## src/rtl/regfile_sb_if.sv

```systemverilog
// rtl/regfile_sb_if.sv - register file read/write/reserve bus with master and slave views
interface regfile_sb_if #(
  parameter int DATAWIDTH = 32,
  parameter int ADDRW     = 5
);
  logic                 ready;
  logic [ADDRW-1:0]     readReg1;
  logic [ADDRW-1:0]     readReg2;
  logic [DATAWIDTH-1:0] readData1;
  logic [DATAWIDTH-1:0] readData2;
  logic                 readValid1;
  logic                 readValid2;
  logic [ADDRW-1:0]     writeReg;
  logic [DATAWIDTH-1:0] writeData;
  logic                 write;
  logic                 reserve;
  logic [ADDRW-1:0]     reserveReg;

  modport master (
    input  ready, readData1, readData2, readValid1, readValid2,
    output readReg1, readReg2, writeReg, writeData, write, reserve, reserveReg
  );

  modport slave (
    output ready, readData1, readData2, readValid1, readValid2,
    input  readReg1, readReg2, writeReg, writeData, write, reserve, reserveReg
  );
endinterface

```

## src/rtl/regfile_sb.sv

```systemverilog
// rtl/regfile_sb.sv - register file with pending-bit scoreboard and sequential clear after reset
module regfile_sb #(
  parameter int DATAWIDTH = 32,
  parameter int NUM_REGS  = 32,
  parameter int ZERO_REG  = 1
) (
  input  logic        clk,
  input  logic        resetn,
  regfile_sb_if.slave bus
);
  localparam int ADDRW = $clog2(NUM_REGS);
  // one extra bit so the range check also works when NUM_REGS is a power of two
  localparam logic [ADDRW:0]   NREGS = (ADDRW + 1)'(NUM_REGS);
  localparam logic [ADDRW-1:0] LAST  = ADDRW'(NUM_REGS - 1);

  typedef enum logic {CLEAR, RUN} state_t;

  state_t                state;
  logic [ADDRW-1:0]      ptr;
  logic                  ready_q;
  logic [NUM_REGS-1:0]   pending;
  logic [DATAWIDTH-1:0]  regs [NUM_REGS];
  logic                  write_ok;
  logic                  reserve_ok;

  function automatic logic in_range(input logic [ADDRW-1:0] a);
    return ({1'b0, a} < NREGS);
  endfunction

  function automatic logic is_zero_reg(input logic [ADDRW-1:0] a);
    return (ZERO_REG != 0) && (a == '0);
  endfunction

  // An accepted target must exist and must not be the hardwired zero register
  function automatic logic target_ok(input logic [ADDRW-1:0] a);
    return in_range(a) && !is_zero_reg(a);
  endfunction

  assign write_ok   = (state == RUN) && bus.write   && target_ok(bus.writeReg);
  assign reserve_ok = (state == RUN) && bus.reserve && target_ok(bus.reserveReg);
  assign bus.ready  = ready_q;

  // Read port result packed as {valid, data}; bypass beats the array but not the zero register
  function automatic logic [DATAWIDTH:0] read_port(input logic [ADDRW-1:0] a);
    logic [DATAWIDTH:0] r;
    r = '0;
    if (state == RUN) begin
      if (!in_range(a))
        r = '0;
      else if (is_zero_reg(a))
        r = {1'b1, {DATAWIDTH{1'b0}}};
      else if (write_ok && (bus.writeReg == a))
        r = {1'b1, bus.writeData};
      else
        r = {~pending[a], regs[a]};
    end
    return r;
  endfunction

  // Control FSM: reset restarts the clear walk, RUN maintains the scoreboard
  always_ff @(posedge clk) begin
    if (!resetn) begin
      state   <= CLEAR;
      ptr     <= '0;
      pending <= '0;
      ready_q <= 1'b0;
    end else begin
      case (state)
        CLEAR: begin
          ptr <= ptr + 1'b1;
          if (ptr == LAST) begin
            state   <= RUN;
            ready_q <= 1'b1;
          end
        end
        RUN: begin
          // reserve is applied last so it wins over a same-edge write to the same register
          if (write_ok)
            pending[bus.writeReg] <= 1'b0;
          if (reserve_ok)
            pending[bus.reserveReg] <= 1'b1;
        end
        default: state <= CLEAR;
      endcase
    end
  end

  // Storage array: zeroed one entry per cycle during clear, written normally afterwards
  always_ff @(posedge clk) begin
    if (resetn) begin
      if (state == CLEAR)
        regs[ptr] <= '0;
      else if (write_ok)
        regs[bus.writeReg] <= bus.writeData;
    end
  end

  // Two independent combinational read ports
  always_comb begin
    {bus.readValid1, bus.readData1} = read_port(bus.readReg1);
    {bus.readValid2, bus.readData2} = read_port(bus.readReg2);
  end
endmodule

```

## src/flat_wrapper.sv

```systemverilog
// flat-port wrapper written by rule: the top's interface ports become plain ports
module regfile_sb_flat 
#(
  parameter int DATAWIDTH = 32,
  parameter int NUM_REGS  = 32,
  parameter int ZERO_REG  = 1
)
  (clk, resetn, bus_ready, bus_readData1, bus_readData2, bus_readValid1, bus_readValid2, bus_readReg1, bus_readReg2, bus_writeReg, bus_writeData, bus_write, bus_reserve, bus_reserveReg);
  regfile_sb_if #(.DATAWIDTH(DATAWIDTH), .ADDRW(5)) bus_i ();
  input  logic clk;
  input  logic resetn;
  output wire logic [$bits(bus_i.ready)-1:0] bus_ready;
  output wire logic [$bits(bus_i.readData1)-1:0] bus_readData1;
  output wire logic [$bits(bus_i.readData2)-1:0] bus_readData2;
  output wire logic [$bits(bus_i.readValid1)-1:0] bus_readValid1;
  output wire logic [$bits(bus_i.readValid2)-1:0] bus_readValid2;
  input wire logic [$bits(bus_i.readReg1)-1:0] bus_readReg1;
  input wire logic [$bits(bus_i.readReg2)-1:0] bus_readReg2;
  input wire logic [$bits(bus_i.writeReg)-1:0] bus_writeReg;
  input wire logic [$bits(bus_i.writeData)-1:0] bus_writeData;
  input wire logic [$bits(bus_i.write)-1:0] bus_write;
  input wire logic [$bits(bus_i.reserve)-1:0] bus_reserve;
  input wire logic [$bits(bus_i.reserveReg)-1:0] bus_reserveReg;
  assign bus_ready = bus_i.ready;
  assign bus_readData1 = bus_i.readData1;
  assign bus_readData2 = bus_i.readData2;
  assign bus_readValid1 = bus_i.readValid1;
  assign bus_readValid2 = bus_i.readValid2;
  assign bus_i.readReg1 = bus_readReg1;
  assign bus_i.readReg2 = bus_readReg2;
  assign bus_i.writeReg = bus_writeReg;
  assign bus_i.writeData = bus_writeData;
  assign bus_i.write = bus_write;
  assign bus_i.reserve = bus_reserve;
  assign bus_i.reserveReg = bus_reserveReg;
  regfile_sb #(.DATAWIDTH(DATAWIDTH), .NUM_REGS(NUM_REGS), .ZERO_REG(ZERO_REG)) u_core (.clk(clk), .resetn(resetn), .bus(bus_i));
endmodule
```

## config.mk

```make
export PLATFORM = sky130hd
export DESIGN_NAME = regfile_sb_flat
export DESIGN_NICKNAME = d
export VERILOG_FILES = /design/src/rtl/regfile_sb_if.sv /design/src/rtl/regfile_sb.sv /design/src/flat_wrapper.sv
export SDC_FILE = /design/constraint.sdc
export NUM_CORES = 1
export LEC_CHECK = 0
export ABC_CLOCK_PERIOD_IN_PS = 11900
export CAP_MARGIN = 5
export CORE_ASPECT_RATIO = 1.2
export CORE_MARGIN = 3
export CORE_UTILIZATION = 45
export CTS_CLUSTER_DIAMETER = 60
export DETAILED_ROUTE_END_ITERATION = 10
export SETUP_SLACK_MARGIN = 0.5
export SKIP_LAST_GASP = 1
export SLEW_MARGIN = 20
export SYNTH_ARGS = -nofsm -noshare
export SYNTH_HDL_FRONTEND = slang
export SYNTH_SLANG_ARGS = --single-unit
```

## constraint.sdc

```tcl
create_clock -name clk -period 11.9 [get_ports clk]
set_clock_uncertainty 0.2 [all_clocks]
set_input_delay 2.38 -clock clk [delete_from_list [all_inputs] [get_ports clk]]
set_output_delay 2.38 -clock clk [all_outputs]
set_load 0.03 [all_outputs]
```

==> out/metrics.cfg <==
[final_layout]
final_cell_mix=edfxtp_1, mux4_2, mux2i_1
final_common_cell=edfxtp_1
post-route-cell-area_um2=58000
instances_no_fill=4762
antenna_cells=0
nets=3221
synthToLayoutAreaGrowth_pct=12.0
drive_gt1_share_pct=25.2
utilization_pct=51.1

[cts]
cts_inserted_buffers=111
htreeDepth=3
clock_sinks=1063
cts.clk_slew.worst_paths_ns=0.06
clock_path_buffers=3
cts_setup_buffers=0
cts_root_buf=clkbuf_16
clock_latency_ns=0.70
cts_resized=0
cts-hold-fix-buffers=0
cts_tree=done

[routing]
postRouteAntennaNets=0
drt_iter0_markers=4352
wire_per_inst_um=37.9
vias=33600
vias_per_cell=7.05
wl_um=181000
drt_pass1_iterations=7
drc=0

[timing]
tns_ns=0
grt_setup_unrepaired=false
whs_ns=0.271
hold_violations=0
period_share_pct=75.1
layout_setup_ws_ns=2.96
slew_headroom_pct=19.9
drv_slew=0
fin_crit_ns=8.94
worst_slew_pin_slew_ns=1.20
max_freq_mhz=112
finalSetupViolations=0

[power_and_ir_drop]
leakage_nw=17.4
ir_drop_mv=0.130
finalPower_mw=8.06
power.density_nw_per_um2=139

[logic_synthesis]
synth_async_sr_flop_share_pct=0
synthFlopType=edfxtp_1
ys_seq_area_share_pct=60.8
ys_warn_count=0
synth.cell_area_um2=51800
ys_ff_latch=1063
netlist_instances=3082
syn-num-nets=3140
synthDistinctLibCells=73
synth_edf_count=1024
avgSynthCellArea_um2=16.8

[critical_path]
cp.required_ns=9.32
slowest_delay_ns=0.88
slowest_stage=buf_4
path_cells=buf_6 -> buf_4 -> buf_4 -> mux4_2 -> mux4_2 -> a21oi_1 -> a21oi_1 -> clkdlybuf4s50_1
r2r_start=u_core.state$_SDFF_PN0_
rr_endpoint=u_core.regs[17][8]$_DFFE_PP_
r2r_slack_ns=6.40
cp_top_family=buffers and inverters
cp-end-kind=output pin
critPathMaxFanout=63
path_class=in -> out
start_kind=primary input
worst_ep_arrival_time_ns=6.36
r2r_cells=7
worstPathBufferInverterCount=4

[placement]
placed_cells=4557
place_area_um2=54500
dp_hpwl_um=103000
dp_slack_ns=3.05
io_buffer_count=122
place_congestion=0.857

[worst_hold_path]
hold_start=u_core.pending[0]$_SDFFE_PN0P_
hold_depth=1
hold_path_class=reg -> reg
min_to=u_core.pending[0]$_SDFFE_PN0P_

[die]
fp.dieH_um=378
die_area_um2=119000
core_um2=114000
initial_core_util_pct=45.6
die_x_um=316
ios=123
fp-row-count=135

[global_route]
grt-ovfl-total=0
grt_start_max_net_pins=87
grt_util_all_layers_pct=30.1
grt_pass1_vias=33800
grt_pass1_wl_um=253000
antenna_found_initial=5

[outcome]
outcome=finished clean

[flow_run]
maxCapViolCount=0

## state kept, by name, indices dropped and copies added, names as in the netlist
| register | cells |
|---|---|
| u_core.regs | 1024 |
| u_core.pending | 32 |
| u_core.ptr | 5 |
| u_core.bus.ready | 1 |
| u_core.state | 1 |
## per-layer routing
metal	vias to the layer above	wire [um]	track usage [%]
li1	13100	-	-
met1	17700	66800	39.9
met2	2293	85800	48.3
met3	485	18200	5.41
met4	2	9700	14.8
met5	-	21	0
## logic make-up (layout without fill, tap and decap cells)
group | Yosys count | count (layout) | synth area share [%]
DFF | 1063 | 1063 | 60.8
AOI/OAI and AO/OA | 537 | 537 | 7.12
adders and majority gates | 2 | 2 | 0.0483
buffers and inverters | 263 | 436 | 3.16
xor gates and xnor gates | 12 | 12 | 0.203
muxes | 779 | 779 | 24.6
and+or+nand+nor | 426 | 426 | 4.09
## cells in the mapped netlist (all sizes together), types with 12 or more instances
| library cell | instances | share of area (%) |
|---|---|---|
| edfxtp | 1024 | 59 |
| mux4 | 384 | 17 |
| mux2i | 309 | 6.0 |
| buf | 156 | 2.4 |
| o21ai | 112 | 1.1 |
| nor2 | 111 | 0.80 |
| a21oi | 101 | 0.98 |
| nand2 | 99 | 0.72 |
| clkbuf | 95 | 0.69 |
| mux2 | 86 | 1.9 |
| a221oi | 84 | 1.4 |
| o22ai | 60 | 0.72 |
| and2 | 40 | 0.48 |
| dfxtp | 39 | 1.5 |
| a2111oi | 38 | 0.64 |
| nor3 | 35 | 0.34 |
| nor2b | 30 | 0.36 |
| a21boi | 29 | 0.42 |
| or2 | 27 | 0.33 |
| a211oi | 25 | 0.37 |
| nand2b | 21 | 0.25 |
| nand3 | 14 | 0.14 |
| a221o | 12 | 0.23 |
| nor3b | 12 | 0.17 |
## power by group
group / leakage, nW / switching, mW / internal (mW)
Clock: 1.75 / 1.49 / 1.98
Combinational: 6.80 / 0.343 / 0.183
Sequential: 8.83 / 0.00992 / 4.06
## how the worst max path moves through the flow
stage | slack, ns | cells after the start | to | start
global route | 2.79 | 8 | bus_readData1[7] | bus_readReg1[0]
CTS | 3.04 | 8 | bus_readData2[29] | bus_readReg2[2]
finish | 2.96 | 8 | bus_readData2[29] | bus_readReg2[2]
global placement | 3.04 | 9 | bus_readData2[24] | bus_readReg2[2]
floorplan | 4.81 | 7 | bus_readData2[28] | bus_writeReg[0]
detailed placement | 3.05 | 9 | bus_readData2[24] | bus_readReg2[2]
## area by class of cell
type | count | area (um^2)
Fill cell | 9131 | 55600
Sequential cell | 1063 | 31500
Multi-Input combinational cell | 1756 | 19000
Clock buffer | 128 | 2950
Timing Repair Buffer | 219 | 1990
Tap cell | 1507 | 1890
Clock inverter | 77 | 636
Inverter | 12 | 46.3
Power figures use the tool's default switching activity.
